[src/rtl/detector_notas.sv]
`default_nettype none
// ============================================================================
// Module      : detector_notas
// Description : Measures half-periods of an incoming square wave and reports
//               which of eight musical notes it matches once stable.
// Revision    : 1.0 - initial release
// ============================================================================
module detector_notas #(
    parameter int CLOCK   = 50000000,
    parameter int P_DO    = 373,
    parameter int P_RE    = 333,
    parameter int P_MI    = 296,
    parameter int P_FA    = 280,
    parameter int P_SOL   = 249,
    parameter int P_LA    = 222,
    parameter int P_SI    = 198,
    parameter int P_DO5   = 187,
    parameter int TOL     = 4,
    parameter int CONFIRM = 4,
    parameter int TIMEOUT = 1023
) (
    input  logic       clk,
    input  logic       reset,
    input  logic       sinal_in,
    output logic [7:0] notas,
    output logic       valida,
    output logic [9:0] periodo
);

    localparam int c_CW = $clog2(CONFIRM + 1);
    localparam logic [c_CW-1:0] c_CONFIRM = c_CW'(CONFIRM);
    localparam logic [9:0] c_TMO = 10'(TIMEOUT);
    localparam int c_P [8] = '{P_DO, P_RE, P_MI, P_FA, P_SOL, P_LA, P_SI, P_DO5};

    generate
        if (CLOCK < 1) begin : g_clock_check
            $error("detector_notas: CLOCK must be positive");
        end
    endgenerate

    typedef enum logic [1:0] {
        S_IDLE    = 2'd0,
        S_MEDINDO = 2'd1,
        S_TRAVADO = 2'd2
    } state_t;

    state_t          r_state;
    logic            r_sync1;
    logic            r_sync2;
    logic            r_hist;
    logic [1:0]      r_arm;
    logic [9:0]      r_cnt;
    logic [2:0]      r_cand;
    logic            r_cand_v;
    logic [c_CW-1:0] r_mcnt;

    logic            w_edge;
    logic            w_hit;
    logic [2:0]      w_idx;
    logic [2:0]      w_cand;
    logic            w_cand_v;
    logic [c_CW-1:0] w_mcnt;
    logic            w_lock;

    // Strobes are masked until the synchronizer has refilled after reset,
    // so a high input at release cannot look like an edge.
    assign w_edge = (r_sync2 ^ r_hist) & (r_arm == 2'd3);

    // Descending scan so the lowest matching note index wins.
    always_comb begin
        w_hit = 1'b0;
        w_idx = 3'd0;
        for (int k = 7; k >= 0; k--) begin
            if (((int'(r_cnt) - c_P[k]) <= TOL) && ((c_P[k] - int'(r_cnt)) <= TOL)) begin
                w_hit = 1'b1;
                w_idx = 3'(k);
            end
        end
    end

    always_comb begin
        w_cand   = 3'd0;
        w_cand_v = 1'b0;
        w_mcnt   = '0;
        if (w_hit && r_cand_v && (w_idx == r_cand)) begin
            w_cand   = r_cand;
            w_cand_v = 1'b1;
            w_mcnt   = (r_mcnt >= c_CONFIRM) ? c_CONFIRM : r_mcnt + c_CW'(1);
        end else if (w_hit) begin
            w_cand   = w_idx;
            w_cand_v = 1'b1;
            w_mcnt   = c_CW'(1);
        end
    end

    assign w_lock = (w_mcnt == c_CONFIRM);

    always_ff @(posedge clk) begin
        if (reset) begin
            r_state  <= S_IDLE;
            r_sync1  <= 1'b0;
            r_sync2  <= 1'b0;
            r_hist   <= 1'b0;
            r_arm    <= 2'd0;
            r_cnt    <= 10'd0;
            r_cand   <= 3'd0;
            r_cand_v <= 1'b0;
            r_mcnt   <= '0;
            notas    <= 8'd0;
            valida   <= 1'b0;
            periodo  <= 10'd0;
        end else begin
            r_sync1 <= sinal_in;
            r_sync2 <= r_sync1;
            r_hist  <= r_sync2;
            if (r_arm != 2'd3) begin
                r_arm <= r_arm + 2'd1;
            end

            // Loading 1 on a strobe makes the next strobe read exactly N.
            if (w_edge) begin
                r_cnt <= 10'd1;
            end else if (r_cnt != 10'd1023) begin
                r_cnt <= r_cnt + 10'd1;
            end

            case (r_state)
                S_IDLE: begin
                    if (w_edge) begin
                        r_state  <= S_MEDINDO;
                        r_cand   <= 3'd0;
                        r_cand_v <= 1'b0;
                        r_mcnt   <= '0;
                    end
                end
                default: begin
                    if (w_edge) begin
                        periodo  <= r_cnt;
                        r_cand   <= w_cand;
                        r_cand_v <= w_cand_v;
                        r_mcnt   <= w_mcnt;
                        if (w_lock) begin
                            r_state <= S_TRAVADO;
                            notas   <= 8'd1 << w_cand;
                            valida  <= 1'b1;
                        end else begin
                            r_state <= S_MEDINDO;
                            notas   <= 8'd0;
                            valida  <= 1'b0;
                        end
                    end else if (r_cnt == c_TMO) begin
                        r_state  <= S_IDLE;
                        r_cand   <= 3'd0;
                        r_cand_v <= 1'b0;
                        r_mcnt   <= '0;
                        notas    <= 8'd0;
                        valida   <= 1'b0;
                        periodo  <= 10'd0;
                    end
                end
            endcase
        end
    end

endmodule
`default_nettype wire

[config.mk]
export PLATFORM = sky130hd
export DESIGN_NAME = detector_notas
export DESIGN_NICKNAME = d
export VERILOG_FILES = /design/src/rtl/detector_notas.sv
export SDC_FILE = /design/constraint.sdc
export NUM_CORES = 1
export LEC_CHECK = 0
export CAP_MARGIN = 20
export CORE_AREA = 3 3 92 94
export CTS_CLUSTER_DIAMETER = 50
export DETAILED_ROUTE_END_ITERATION = 10
export DIE_AREA = 0 0 95 97
export HOLD_SLACK_MARGIN = 0.05
export PLACE_DENSITY = 0.87
export REMOVE_ABC_BUFFERS = 1
export SETUP_SLACK_MARGIN = 0.1
export SYNTH_ARGS = -nofsm -noshare
export SYNTH_HDL_FRONTEND = slang
export SYNTH_SLANG_ARGS = --single-unit
[constraint.sdc]
create_clock -name clk -period 3.6 [get_ports clk]
set_clock_uncertainty 0.1 [all_clocks]
set_input_delay 0.36 -clock clk [delete_from_list [all_inputs] [get_ports clk]]
set_output_delay 0.36 -clock clk [all_outputs]
set_load 0.01 [all_outputs]
==> flow_metrics.tcl, run 1 <==
set metrics [dict create \
    status "completed" \
    layout.nets 639 \
    core_area_mm2 0.00773 \
    critPathRequiredTime_ns 3.70 \
    period_share_pct 95.0 \
    yosysSeqAreaShare_pct 20.2 \
    vdd_ir_drop_max_mv 0.240 \
    syn_to_final_growth_pct 23.0 \
    path_clk_slew_ns 0.09 \
    synth_common_cells "nand2_1, nor2_1, dfxtp_1" \
    wire_per_inst_um 22.6 \
    synth_most_common_cell "nand2_1" \
    crit_type "reg -> reg" \
    start_util_pct 55.2 \
    dp_slack_ns -0.317 \
    hold_viol 0 \
    yosys_warnings 0 \
    grt_max_degree 31 \
    die_w_um 95 \
    drc 0 \
    dp_hpwl_mm 11.6 \
    drv_slew 0 \
    use_met3_pct 8.48 \
    die_h_um 97 \
    port_buffers 21 \
    power-per-cell-area_mw_per_mm2 209 \
    busiest_layer "met2" \
    max_cap_viol_count 0 \
    synth_cells 558 \
    leakage_nw 1.94 \
    worstMarginPinSlew_ns 0.662 \
    tritoncts "built" \
    cts_buffers 5 \
    insertion_delay_ns 0.30 \
    cp-end-kind "flop" \
    hold_class "reg -> reg" \
    rsz0062_at_grt "yes" \
    rows 32 \
    final_util_pct 67.9 \
    synth_top_cell_area_share_pct 20.2 \
    antenna_found_initial 0 \
    layout_setup_ws_ns 0.180 \
    vias_per_cell 6.76 \
    syn-cell-area_mm2 0.00426 \
    ys_ff_latch 43 \
    fin_crit_ns 3.42 \
    path_buf_inv 3 \
    antennaDiodeCount 0 \
    ys.flop_type "dfxtp_1" \
    ios 22 \
    drive_gt1_share_pct 23.7 \
    fmax_mhz 292 \
    start_kind "flop" \
    ys_top_cells_by_area "dfxtp_1, ha_1, xnor2_1, a21oi_1, nand2_1" \
    cts_hold_buf 0 \
    synthArstFlopShare_pct 0 \
    clockRootBuffer "clkbuf_8" \
    path_max_fanout 9 \
    gr-usage-all-layers_pct 33.9 \
    slew_headroom_pct 55.7 \
    grt_pass1_wl_mm 24.3 \
    met1_usage_pct 47.3 \
    overflow 0 \
    gp_congestion 1.06 \
    drt_iter0_markers 600 \
    synth_edf_count 0 \
    ys_types 86 \
    die-area_mm2 0.00922 \
    met2_usage_pct 48.4 \
    synth.avg_cell_area_um2 7.64 \
    cp_common_cell "buf_4" \
    clock-sinks 43 \
    htree_levels 2 \
    detail_route.first_pass.iterations 8 \
    routed_wl_mm 16.0 \
    grt_pass1_vias 4422 \
    worst_ep_arrival_time_ns 3.52 \
    critPathTopFamily "compound AO/OA/AOI/OAI gates" \
    placed_area_mm2 0.00479 \
    postRouteAntennaNets 0 \
    via_count 4799 \
    critical-path-max-stage-delay_ns 0.34 \
    setup_viol 0 \
    nFillCells 639 \
    synth_area_leader_cell "dfxtp_1" \
    slowest_stage "o31ai_1" \
    final_area_mm2 0.00525 \
    path_cells "inv_1, buf_4, ha_4, nor2b_1, xnor2_1, o21ai_0, o31ai_1, nand3_1, nand4_4, a311oi_1, o21a_2, buf_4, o21a_1, a221o_1" \
    clk_path_buf_depth 2 \
]
[registers in the layout (all words and copies together), names as in the netlist]
register  flops
r_cnt        10
r_sync2       1
r_mcnt        3
r_cand        3
r_sync1       1
r_cand_v      1
notas         8
r_state       2
r_arm         2
valida        1
periodo      10
r_hist        1
[cells in the final DEF, fill, tap and decap left out, types with 12 or more instances in the layout]
master / count
a21oi_1: 34
dfxtp_1: 38
nand2b_1: 17
inv_1: 17
clkdlybuf4s50_1: 21
nor2_1: 45
a22oi_1: 14
o21ai_0: 30
nand3_1: 17
ha_1: 20
nand2_1: 49
o31ai_1: 13
nor2b_1: 12
buf_4: 62
xnor2_1: 24
[layer usage]
metal  vias to the layer above  share of wire [%]
met5                         -                  0
li1                       2145                  -
met2                       332                 43
met3                        79                 12
met1                      2243                 40
met4                         0                5.0
[report_power, final]
group	internal (W)	total (W)	leakage, nW	switching [W]
clock	0.000209	0.000396	0.0548	0.000187
sequential	0.000485	0.000493	0.351	0.00000771
combinational	0.0000818	0.000207	1.54	0.000125
total	0.000776	0.00110	1.94	0.000319
[cell families (layout without fill, tap and decap cells)]
group | count (synthesis) | count (layout) | share of synthesized area (%)
buf+inv | 67 | 117 | 7.45
fa+ha+maj | 30 | 30 | 8.74
simple gates | 190 | 190 | 22.9
mux | 5 | 5 | 1.26
xor+xnor | 28 | 28 | 5.93
flops | 43 | 43 | 20.2
compound gates | 195 | 195 | 33.5
[what timing repair did]
item,in CTS,in global routing
setup endpoints to repair,15,14
endpoints found under the hold margin,0,0
buffers inserted,3,10
gates resized for setup,16,38
pin swaps,3,10
[path summary, 6_finish.rpt]
kind,from,end,slack (ns),cells past startpoint
setup / recovery,r_cnt[1],r_mcnt[2],0.18,14
hold / removal,valida,valida,0.36,2
setup reg to reg,r_cnt[1],r_mcnt[2],0.18,14
hold reg to reg,valida,valida,0.36,2
[worst register-to-register path, cell delays in order (launching register included)]
cell      delay [ns]
dfxtp_1         0.33
inv_1           0.08
buf_4           0.18
ha_4            0.23
nor2b_1         0.28
xnor2_1         0.17
o21ai_0         0.18
o31ai_1         0.35
nand3_1         0.27
nand4_4         0.23
a311oi_1        0.08
o21a_2          0.25
buf_4           0.16
o21a_1          0.12
a221o_1         0.31
[cell type report]
cell class                      count  area (um2)  area share, %
Multi-Input combinational cell    448        3310           63.1
Timing Repair Buffer               87         738           14.1
Clock inverter                      3        46.3          0.883
Clock buffer                        5        68.8           1.31
Inverter                           22        86.3           1.65
Tap cell                          102         128           2.43
Sequential cell                    43         870           16.6
[stage by stage]
stage	instances	hold WS, ns	total power, W	setup TNS (ns)
5_1_grt	710	0.388	0.00114	0
3_5_place_dp	689	0.349	0.000683	-3.55
2_1_floorplan	513	0.314	0.000606	-0.0359
6_report	710	0.359	0.00110	0
3_3_place_gp	689	0.321	0.000679	-3.67
4_1_cts	700	0.361	0.00108	0
Power figures use the tool's default switching activity.
==> inputs of run 2 (changes only) <==
Settings changed: HOLD_SLACK_MARGIN 0.05 to 0.06.
==> results of run 2 <==
The final DEF is identical to that of run 1; final timing and power are the same.
